### src/rtl/uart_pkg.sv
// -----------------------------------------------------------------------------
// uart_pkg
// Shared definitions for the COMET II UART receive path:
//   - rx_state_t   : receive FSM state encoding
//   - WORD_W       : width of an assembled COMET II word
//   - calc_bit_cyc : clock cycles per bit, integer-truncated
//   - even_parity  : parity bit that makes a data byte plus parity even
// Optional feature macro used by the importing modules: UART_RX_PARITY_EN
// -----------------------------------------------------------------------------
package uart_pkg;

    localparam int WORD_W = 16;
    localparam int CNT_W  = 16;

    typedef enum logic [2:0] {
        ST_IDLE      = 3'd0,
        ST_START     = 3'd1,
        ST_DATA      = 3'd2,
        ST_PARITY    = 3'd3,
        ST_STOP      = 3'd4,
        ST_WAIT_HIGH = 3'd5
    } rx_state_t;

    // Cycles per bit; truncation keeps the sample point slightly early.
    function automatic int unsigned calc_bit_cyc(input int unsigned clk_hz,
                                                 input int unsigned baud);
        return clk_hz / baud;
    endfunction

    // Even parity: returns the bit that makes the 9-bit total even.
    function automatic logic even_parity(input logic [7:0] data);
        return ^data;
    endfunction

endpackage

### src/rtl/uart_rx_byte.sv
// -----------------------------------------------------------------------------
// uart_rx_byte
// Synchronizes the asynchronous RX line, times bit centres with a cycle
// counter and deframes one byte per frame (8N1, or 8E1 when
// UART_RX_PARITY_EN is defined).
// Ports:
//   CLK, RST_N   : clock and synchronous active-low reset
//   RX           : raw serial line, idle high
//   byte_data    : received byte, valid while byte_stb is high
//   byte_stb     : single-cycle strobe in the stop-bit sample cycle of a good byte
//   frame_err    : single-cycle strobe in the sample cycle of a low stop bit
//   parity_err   : single-cycle strobe in the sample cycle of a bad parity bit
//                  (constant 0 when UART_RX_PARITY_EN is undefined)
// Strobes are combinational from the FSM so that the word stage can register
// them and present results one cycle after the offending/final sample.
// -----------------------------------------------------------------------------
module uart_rx_byte
    import uart_pkg::*;
#(
    parameter int unsigned CLK_HZ = 16000000,
    parameter int unsigned BAUD   = 115200
) (
    input  logic       CLK,
    input  logic       RST_N,
    input  logic       RX,
    output logic [7:0] byte_data,
    output logic       byte_stb,
    output logic       frame_err,
    output logic       parity_err
);

    localparam int unsigned BIT_CYC = calc_bit_cyc(CLK_HZ, BAUD);
    localparam int unsigned HALF    = BIT_CYC / 2;
    localparam logic [CNT_W-1:0] HALF_LAST = CNT_W'(HALF - 1);
    localparam logic [CNT_W-1:0] BIT_LAST  = CNT_W'(BIT_CYC - 1);

    logic             rx_meta_r;
    logic             rx_sync_r;
    rx_state_t        state_r, state_n;
    logic [CNT_W-1:0] cnt_r, cnt_n;
    logic [2:0]       bit_idx_r, bit_idx_n;
    logic [7:0]       shift_r, shift_n;
    logic             stb_s;
    logic             fe_s;
    logic             pe_s;
`ifdef UART_RX_PARITY_EN
    logic             par_bad_r, par_bad_n;
`endif

    // Two-flop synchronizer; resets to the idle (high) line level.
    always_ff @(posedge CLK) begin
        if (!RST_N) begin
            rx_meta_r <= 1'b1;
            rx_sync_r <= 1'b1;
        end else begin
            rx_meta_r <= RX;
            rx_sync_r <= rx_meta_r;
        end
    end

    // Deframer state, bit counter and shift register.
    always_ff @(posedge CLK) begin
        if (!RST_N) begin
            state_r   <= ST_IDLE;
            cnt_r     <= {CNT_W{1'b0}};
            bit_idx_r <= 3'd0;
            shift_r   <= 8'h00;
`ifdef UART_RX_PARITY_EN
            par_bad_r <= 1'b0;
`endif
        end else begin
            state_r   <= state_n;
            cnt_r     <= cnt_n;
            bit_idx_r <= bit_idx_n;
            shift_r   <= shift_n;
`ifdef UART_RX_PARITY_EN
            par_bad_r <= par_bad_n;
`endif
        end
    end

    // Next-state, sampling and strobe generation.
    always_comb begin
        state_n   = state_r;
        cnt_n     = cnt_r;
        bit_idx_n = bit_idx_r;
        shift_n   = shift_r;
        stb_s     = 1'b0;
        fe_s      = 1'b0;
        pe_s      = 1'b0;
`ifdef UART_RX_PARITY_EN
        par_bad_n = par_bad_r;
`endif
        case (state_r)
            ST_IDLE: begin
                cnt_n = {CNT_W{1'b0}};
                if (!rx_sync_r) begin
                    state_n = ST_START;
                end else begin
                    state_n = ST_IDLE;
                end
            end
            ST_START: begin
                if (cnt_r == HALF_LAST) begin
                    cnt_n     = {CNT_W{1'b0}};
                    bit_idx_n = 3'd0;
                    // A line that is high again at mid-start was a glitch.
                    if (rx_sync_r) begin
                        state_n = ST_IDLE;
                    end else begin
                        state_n = ST_DATA;
                    end
                end else begin
                    cnt_n = cnt_r + {{(CNT_W-1){1'b0}}, 1'b1};
                end
            end
            ST_DATA: begin
                if (cnt_r == BIT_LAST) begin
                    cnt_n   = {CNT_W{1'b0}};
                    shift_n = {rx_sync_r, shift_r[7:1]};
                    if (bit_idx_r == 3'd7) begin
`ifdef UART_RX_PARITY_EN
                        state_n = ST_PARITY;
`else
                        state_n = ST_STOP;
`endif
                    end else begin
                        bit_idx_n = bit_idx_r + 3'd1;
                    end
                end else begin
                    cnt_n = cnt_r + {{(CNT_W-1){1'b0}}, 1'b1};
                end
            end
            ST_PARITY: begin
`ifdef UART_RX_PARITY_EN
                if (cnt_r == BIT_LAST) begin
                    cnt_n   = {CNT_W{1'b0}};
                    state_n = ST_STOP;
                    if (rx_sync_r != even_parity(shift_r)) begin
                        pe_s      = 1'b1;
                        par_bad_n = 1'b1;
                    end else begin
                        par_bad_n = 1'b0;
                    end
                end else begin
                    cnt_n = cnt_r + {{(CNT_W-1){1'b0}}, 1'b1};
                end
`else
                state_n = ST_IDLE;
                cnt_n   = {CNT_W{1'b0}};
`endif
            end
            ST_STOP: begin
                if (cnt_r == BIT_LAST) begin
                    cnt_n = {CNT_W{1'b0}};
                    if (rx_sync_r) begin
                        state_n = ST_IDLE;
`ifdef UART_RX_PARITY_EN
                        // A parity failure was already reported; drop silently.
                        stb_s = !par_bad_r;
`else
                        stb_s = 1'b1;
`endif
                    end else begin
                        fe_s    = 1'b1;
                        state_n = ST_WAIT_HIGH;
                    end
                end else begin
                    cnt_n = cnt_r + {{(CNT_W-1){1'b0}}, 1'b1};
                end
            end
            ST_WAIT_HIGH: begin
                // Holding here makes a long break report only one error.
                cnt_n = {CNT_W{1'b0}};
                if (rx_sync_r) begin
                    state_n = ST_IDLE;
                end else begin
                    state_n = ST_WAIT_HIGH;
                end
            end
            default: begin
                state_n = ST_IDLE;
                cnt_n   = {CNT_W{1'b0}};
            end
        endcase
    end

    assign byte_data  = shift_r;
    assign byte_stb   = stb_s;
    assign frame_err  = fe_s;
    assign parity_err = pe_s;

endmodule

### src/rtl/uart_rx_word.sv
// -----------------------------------------------------------------------------
// uart_rx_word
// UART receive front end: pairs bytes from uart_rx_byte into 16-bit COMET II
// words (first byte in [15:8]) and holds them in a single-entry valid/ready
// output slot.
// Ports:
//   CLK, RST_N  : clock and synchronous active-low reset
//   RX          : asynchronous serial line, idle high
//   WORD_DATA   : assembled word, stable while WORD_VALID is high
//   WORD_VALID  : slot holds an unconsumed word
//   WORD_READY  : consumer accepts when WORD_VALID && WORD_READY
//   FRAME_ERR   : one-cycle pulse, stop bit sampled low
//   OVERRUN     : one-cycle pulse, completed word dropped (slot full)
//   PARITY_ERR  : one-cycle pulse on parity mismatch; constant 0 unless
//                 UART_RX_PARITY_EN is defined
// Optional feature macro: UART_RX_PARITY_EN (8E1 framing when defined).
// -----------------------------------------------------------------------------
module uart_rx_word
    import uart_pkg::*;
#(
    parameter int unsigned CLK_HZ = 16000000,
    parameter int unsigned BAUD   = 115200
) (
    input  logic              CLK,
    input  logic              RST_N,
    input  logic              RX,
    output logic [WORD_W-1:0] WORD_DATA,
    output logic              WORD_VALID,
    input  logic              WORD_READY,
    output logic              FRAME_ERR,
    output logic              OVERRUN,
    output logic              PARITY_ERR
);

    logic [7:0]        byte_data_s;
    logic              byte_stb_s;
    logic              frame_err_s;
    logic              parity_err_s;

    logic              phase_r, phase_n;      // 0: expecting high byte
    logic [7:0]        hi_byte_r, hi_byte_n;
    logic [WORD_W-1:0] word_data_r;
    logic              word_valid_r;
    logic              frame_err_r;
    logic              overrun_r;
    logic              load_s;
    logic              ovr_s;
    logic              hs_s;

    uart_rx_byte #(
        .CLK_HZ (CLK_HZ),
        .BAUD   (BAUD)
    ) u_byte (
        .CLK        (CLK),
        .RST_N      (RST_N),
        .RX         (RX),
        .byte_data  (byte_data_s),
        .byte_stb   (byte_stb_s),
        .frame_err  (frame_err_s),
        .parity_err (parity_err_s)
    );

    // Byte pairing and slot-load decision.
    always_comb begin
        hs_s      = word_valid_r && WORD_READY;
        phase_n   = phase_r;
        hi_byte_n = hi_byte_r;
        load_s    = 1'b0;
        ovr_s     = 1'b0;
        if (frame_err_s || parity_err_s) begin
            // Any bad byte abandons a partially assembled word.
            phase_n = 1'b0;
        end else if (byte_stb_s) begin
            if (!phase_r) begin
                hi_byte_n = byte_data_s;
                phase_n   = 1'b1;
            end else begin
                phase_n = 1'b0;
                // Slot counts as free if it is being emptied this cycle.
                if (!word_valid_r || WORD_READY) begin
                    load_s = 1'b1;
                end else begin
                    ovr_s = 1'b1;
                end
            end
        end else begin
            phase_n = phase_r;
        end
    end

    // Pairing state, output slot and registered error pulses.
    always_ff @(posedge CLK) begin
        if (!RST_N) begin
            phase_r      <= 1'b0;
            hi_byte_r    <= 8'h00;
            word_data_r  <= {WORD_W{1'b0}};
            word_valid_r <= 1'b0;
            frame_err_r  <= 1'b0;
            overrun_r    <= 1'b0;
        end else begin
            phase_r     <= phase_n;
            hi_byte_r   <= hi_byte_n;
            frame_err_r <= frame_err_s;
            overrun_r   <= ovr_s;
            if (load_s) begin
                word_data_r  <= {hi_byte_r, byte_data_s};
                word_valid_r <= 1'b1;
            end else if (hs_s) begin
                word_valid_r <= 1'b0;
            end else begin
                word_valid_r <= word_valid_r;
            end
        end
    end

`ifdef UART_RX_PARITY_EN
    logic parity_err_r;

    // Registered parity error pulse.
    always_ff @(posedge CLK) begin
        if (!RST_N) begin
            parity_err_r <= 1'b0;
        end else begin
            parity_err_r <= parity_err_s;
        end
    end

    assign PARITY_ERR = parity_err_r;
`else
    assign PARITY_ERR = 1'b0;
`endif

    assign WORD_DATA  = word_data_r;
    assign WORD_VALID = word_valid_r;
    assign FRAME_ERR  = frame_err_r;
    assign OVERRUN    = overrun_r;

endmodule

### config.mk
export PLATFORM = sky130hd
export DESIGN_NAME = uart_rx_word
export DESIGN_NICKNAME = d
export VERILOG_FILES = /design/src/rtl/uart_pkg.sv /design/src/rtl/uart_rx_byte.sv /design/src/rtl/uart_rx_word.sv
export SDC_FILE = /design/constraint.sdc
export NUM_CORES = 1
export LEC_CHECK = 0
export ABC_CLOCK_PERIOD_IN_PS = 2050
export BUFFER_PORTS_ARGS = -buffer_cell sky130_fd_sc_hd__clkbuf_2
export CAP_MARGIN = 10
export CELL_PAD_IN_SITES_DETAIL_PLACEMENT = 1
export CELL_PAD_IN_SITES_GLOBAL_PLACEMENT = 1
export CORE_UTILIZATION = 45
export CTS_CLUSTER_DIAMETER = 30
export DETAILED_ROUTE_END_ITERATION = 6
export GPL_TIMING_DRIVEN = 0
export PLACE_DENSITY_LB_ADDON = 0.2
export SETUP_SLACK_MARGIN = 0.2
export SYNTH_ARGS = -nofsm -noshare
export SYNTH_HDL_FRONTEND = slang
export SYNTH_SLANG_ARGS = --single-unit
### constraint.sdc
create_clock -name CLK -period 2.05 [get_ports CLK]
set_input_delay 0.205 -clock CLK [delete_from_list [all_inputs] [get_ports CLK]]
set_output_delay 0.205 -clock CLK [all_outputs]
set_load 0.01 [all_outputs]
==> metrics.cfg <==
[critical_path]
slowest_stage=or3b_4
endpoint_kind=flip-flop
cp_data_required_time_ns=2.26
path_cells=or3b_4 > buf_6 > or3_4 > buf_8 > clkbuf_16 > o31ai_2 > a21oi_1
rr_worst_depth=7
worst-path-stages=7
worst-path-max-fanout=8
start_kind=flip-flop
crit_type=reg -> reg
cp_num_buf_inv=3
cp_top_family=simple AND/OR/NAND/NOR gates
critPathMaxStageDelay_ns=0.40
worstPathArrival_ns=2.17

[pwr]
power_density_nw_per_um2=648.0
peakVddDrop_mv=0.4181
leakagePower_nw=1.256

[yosys]
synth_area_per_cell_um2=8.893
synth_most_common_cell=dfxtp_1
netlist_top_cells_area=dfxtp_1 (43%), a21oi_1 (6.8%), nand3_1 (4.6%)
synth.yosys.seq_area_share=0.4274
synth.distinct_cells=50
yosysTopAreaCell=dfxtp_1
synth-async-reset-ratio=0
synth_edf_count=0
synthFlopType=dfxtp_1
synth-seq-cells=60
yosysWarnings=0
syn_area_um2=2810
syn_nets=325
syn_inst=316
synth_common_cells=dfxtp_1 (60), a21oi_1 (38), nand3_1 (26), nor2_1 (22), nand4_1 (20)
synth_top_area_frac=0.4274

[sta]
max_freq_mhz=511.8
fin_crit_sh=0.9531
slew_headroom=0.6530
slew_violations=0
setup-violations-final=0
fin_crit_ns=1.954
hold_viol=0
clock-skew-final_ns=0.005667
worstMarginPinSlew_ns=0.5205
setup_ws_ns=0.09624
rsz0062_at_grt=yes
tns_ns=0

[layout]
antennaDiodeCount=0
drive_gt1_frac=0.2970
area_growth_pct=27.96
fillers=700
finish.utilization=0.6038
final_cells=442
layout.nets=371

[drt]
final_antenna_net_count=0
firstDrtPassIters=4
vias=2662
totalWireLength_um=8364
initialDrtViolationCount=129
drc=0
avgRoutedWirePerCell_um=18.92
vias_per_cell=6.023

[die]
die_h_um=81.03
dieArea_um2=6565
coreArea_um2=5956
pin_count=24
start_util=0.4718
rows=28
die_w_um=81.03

[place]
post-dp-hpwl_um=5209
place_ws_ns=-0.2427
portBuffers=22
post-place-cells=413
gp_congestion=0.8052

[clocking]
clk_latency_ns=0.34
cts_made_buffers=9
clock_path_buffers=2
cts_tree=built
htreeDepth=3
clk_pin_slew_worst_paths_ns=0.07
cts_sinks=60
hold_buffers=0
clock-root-buffer=clkbuf_8

[worst_hold_path]
whs_path_depth=2
worst_hold_path_type=in -> reg

[run_status]
status=finished, final reports clean

[global_routing]
grt-ovfl-total=0
antenna_found_initial=0
grt_max_degree=11
grt_first_pass_wirelength_um=13280
grt_use_total=0.2700
grt_pass1_vias=2705

[run]
cap_violations=0

layer usage:
layer  GRT usage  wire, um  share of wire
met1      0.3100      3526           0.42
met3     0.06067       278          0.033
met2      0.4731      4306           0.51
met4      0.1250       253          0.030
met5           0         0              0
final timing paths:
check                                  startpoint               end  slack (ns)
worst max-delay path            u_byte.state_r[1]      WORD_DATA[7]         0.1
worst min-delay path                           RX  u_byte.rx_meta_r        0.06
worst max register to register  u_byte.state_r[1]      WORD_DATA[7]         0.1
worst min register to register   u_byte.rx_meta_r  u_byte.rx_sync_r        0.44
state kept, by name (all words and copies together) (netlist names):
name              cells
WORD_DATA            16
u_byte.cnt_r         16
hi_byte_r             8
u_byte.byte_data      8
u_byte.bit_idx_r      3
u_byte.state_r        3
FRAME_ERR             1
OVERRUN               1
WORD_VALID            1
phase_r               1
u_byte.rx_meta_r      1
u_byte.rx_sync_r      1
power by group:
part	total, mW	internal (mW)	switching (mW)
logic	0.0479	0.0157	0.0321
registers	1.17	1.16	0.00295
clock network	1.11	0.619	0.495
metrics by stage:
step | instance area (um^2) | total power [mW] | hold slack (ns)
after floorplan | 2821 | 1.221 | 0.2780
after global placement | 3025 | 1.235 | 0.3917
after detailed placement | 3025 | 1.236 | 0.3988
after CTS | 3445 | 2.338 | 0.05191
after global routing | 3596 | 2.400 | 0.04607
final | 3596 | 2.330 | 0.05689
logic make-up (layout without fill, tap and decap cells):
kind of cell               after synthesis  after routing  synth area share
AOI/OAI and AO/OA                       84             84            0.1981
xor gates and xnor gates                14             14           0.04363
adders and majority gates                5              5           0.02226
buffers and inverters                   29             80           0.04897
DFF                                     60             60            0.4274
muxes                                    2              2          0.007124
other                                    1              1          0.001334
and+or+nand+nor                        121            121            0.2511
layout by cell type, fill, tap and decap left out, types with 4 or more instances in the layout:
| cell type | n |
|---|---|
| nand2b_1 | 5 |
| clkinv_2 | 4 |
| and3_1 | 4 |
| ha_1 | 5 |
| nand3_1 | 25 |
| nand4_1 | 20 |
| xnor2_1 | 8 |
| nand2_1 | 10 |
| xor2_1 | 6 |
| o21ai_1 | 9 |
| clkbuf_2 | 25 |
| clkbuf_4 | 4 |
| o21ai_0 | 9 |
| clkbuf_1 | 4 |
| clkbuf_8 | 14 |
| dfxtp_1 | 55 |
| o31ai_1 | 7 |
| buf_4 | 15 |
| nor2_1 | 21 |
| inv_1 | 4 |
| a21oi_1 | 37 |
| o31ai_4 | 7 |
layout make-up:
| class | instances | area (um^2) | share of cell area |
|---|---|---|---|
| Timing Repair Buffer | 35 | 237.7 | 0.06611 |
| Clock inverter | 5 | 50.05 | 0.01392 |
| Sequential cell | 60 | 1215 | 0.3379 |
| Buffer | 24 | 192.7 | 0.05358 |
| Inverter | 5 | 18.77 | 0.005219 |
| Multi-Input combinational cell | 227 | 1637 | 0.4551 |
| Tap cell | 75 | 93.84 | 0.02610 |
| Clock buffer | 11 | 151.4 | 0.04210 |
what timing repair did:
item	4_1_cts	5_1_grt
gates resized for setup	37	33
setup buffers	9	3
pin swaps	3	11
setup endpoints to repair	54	52
cloned	0	1
Power figures use the tool's default switching activity.
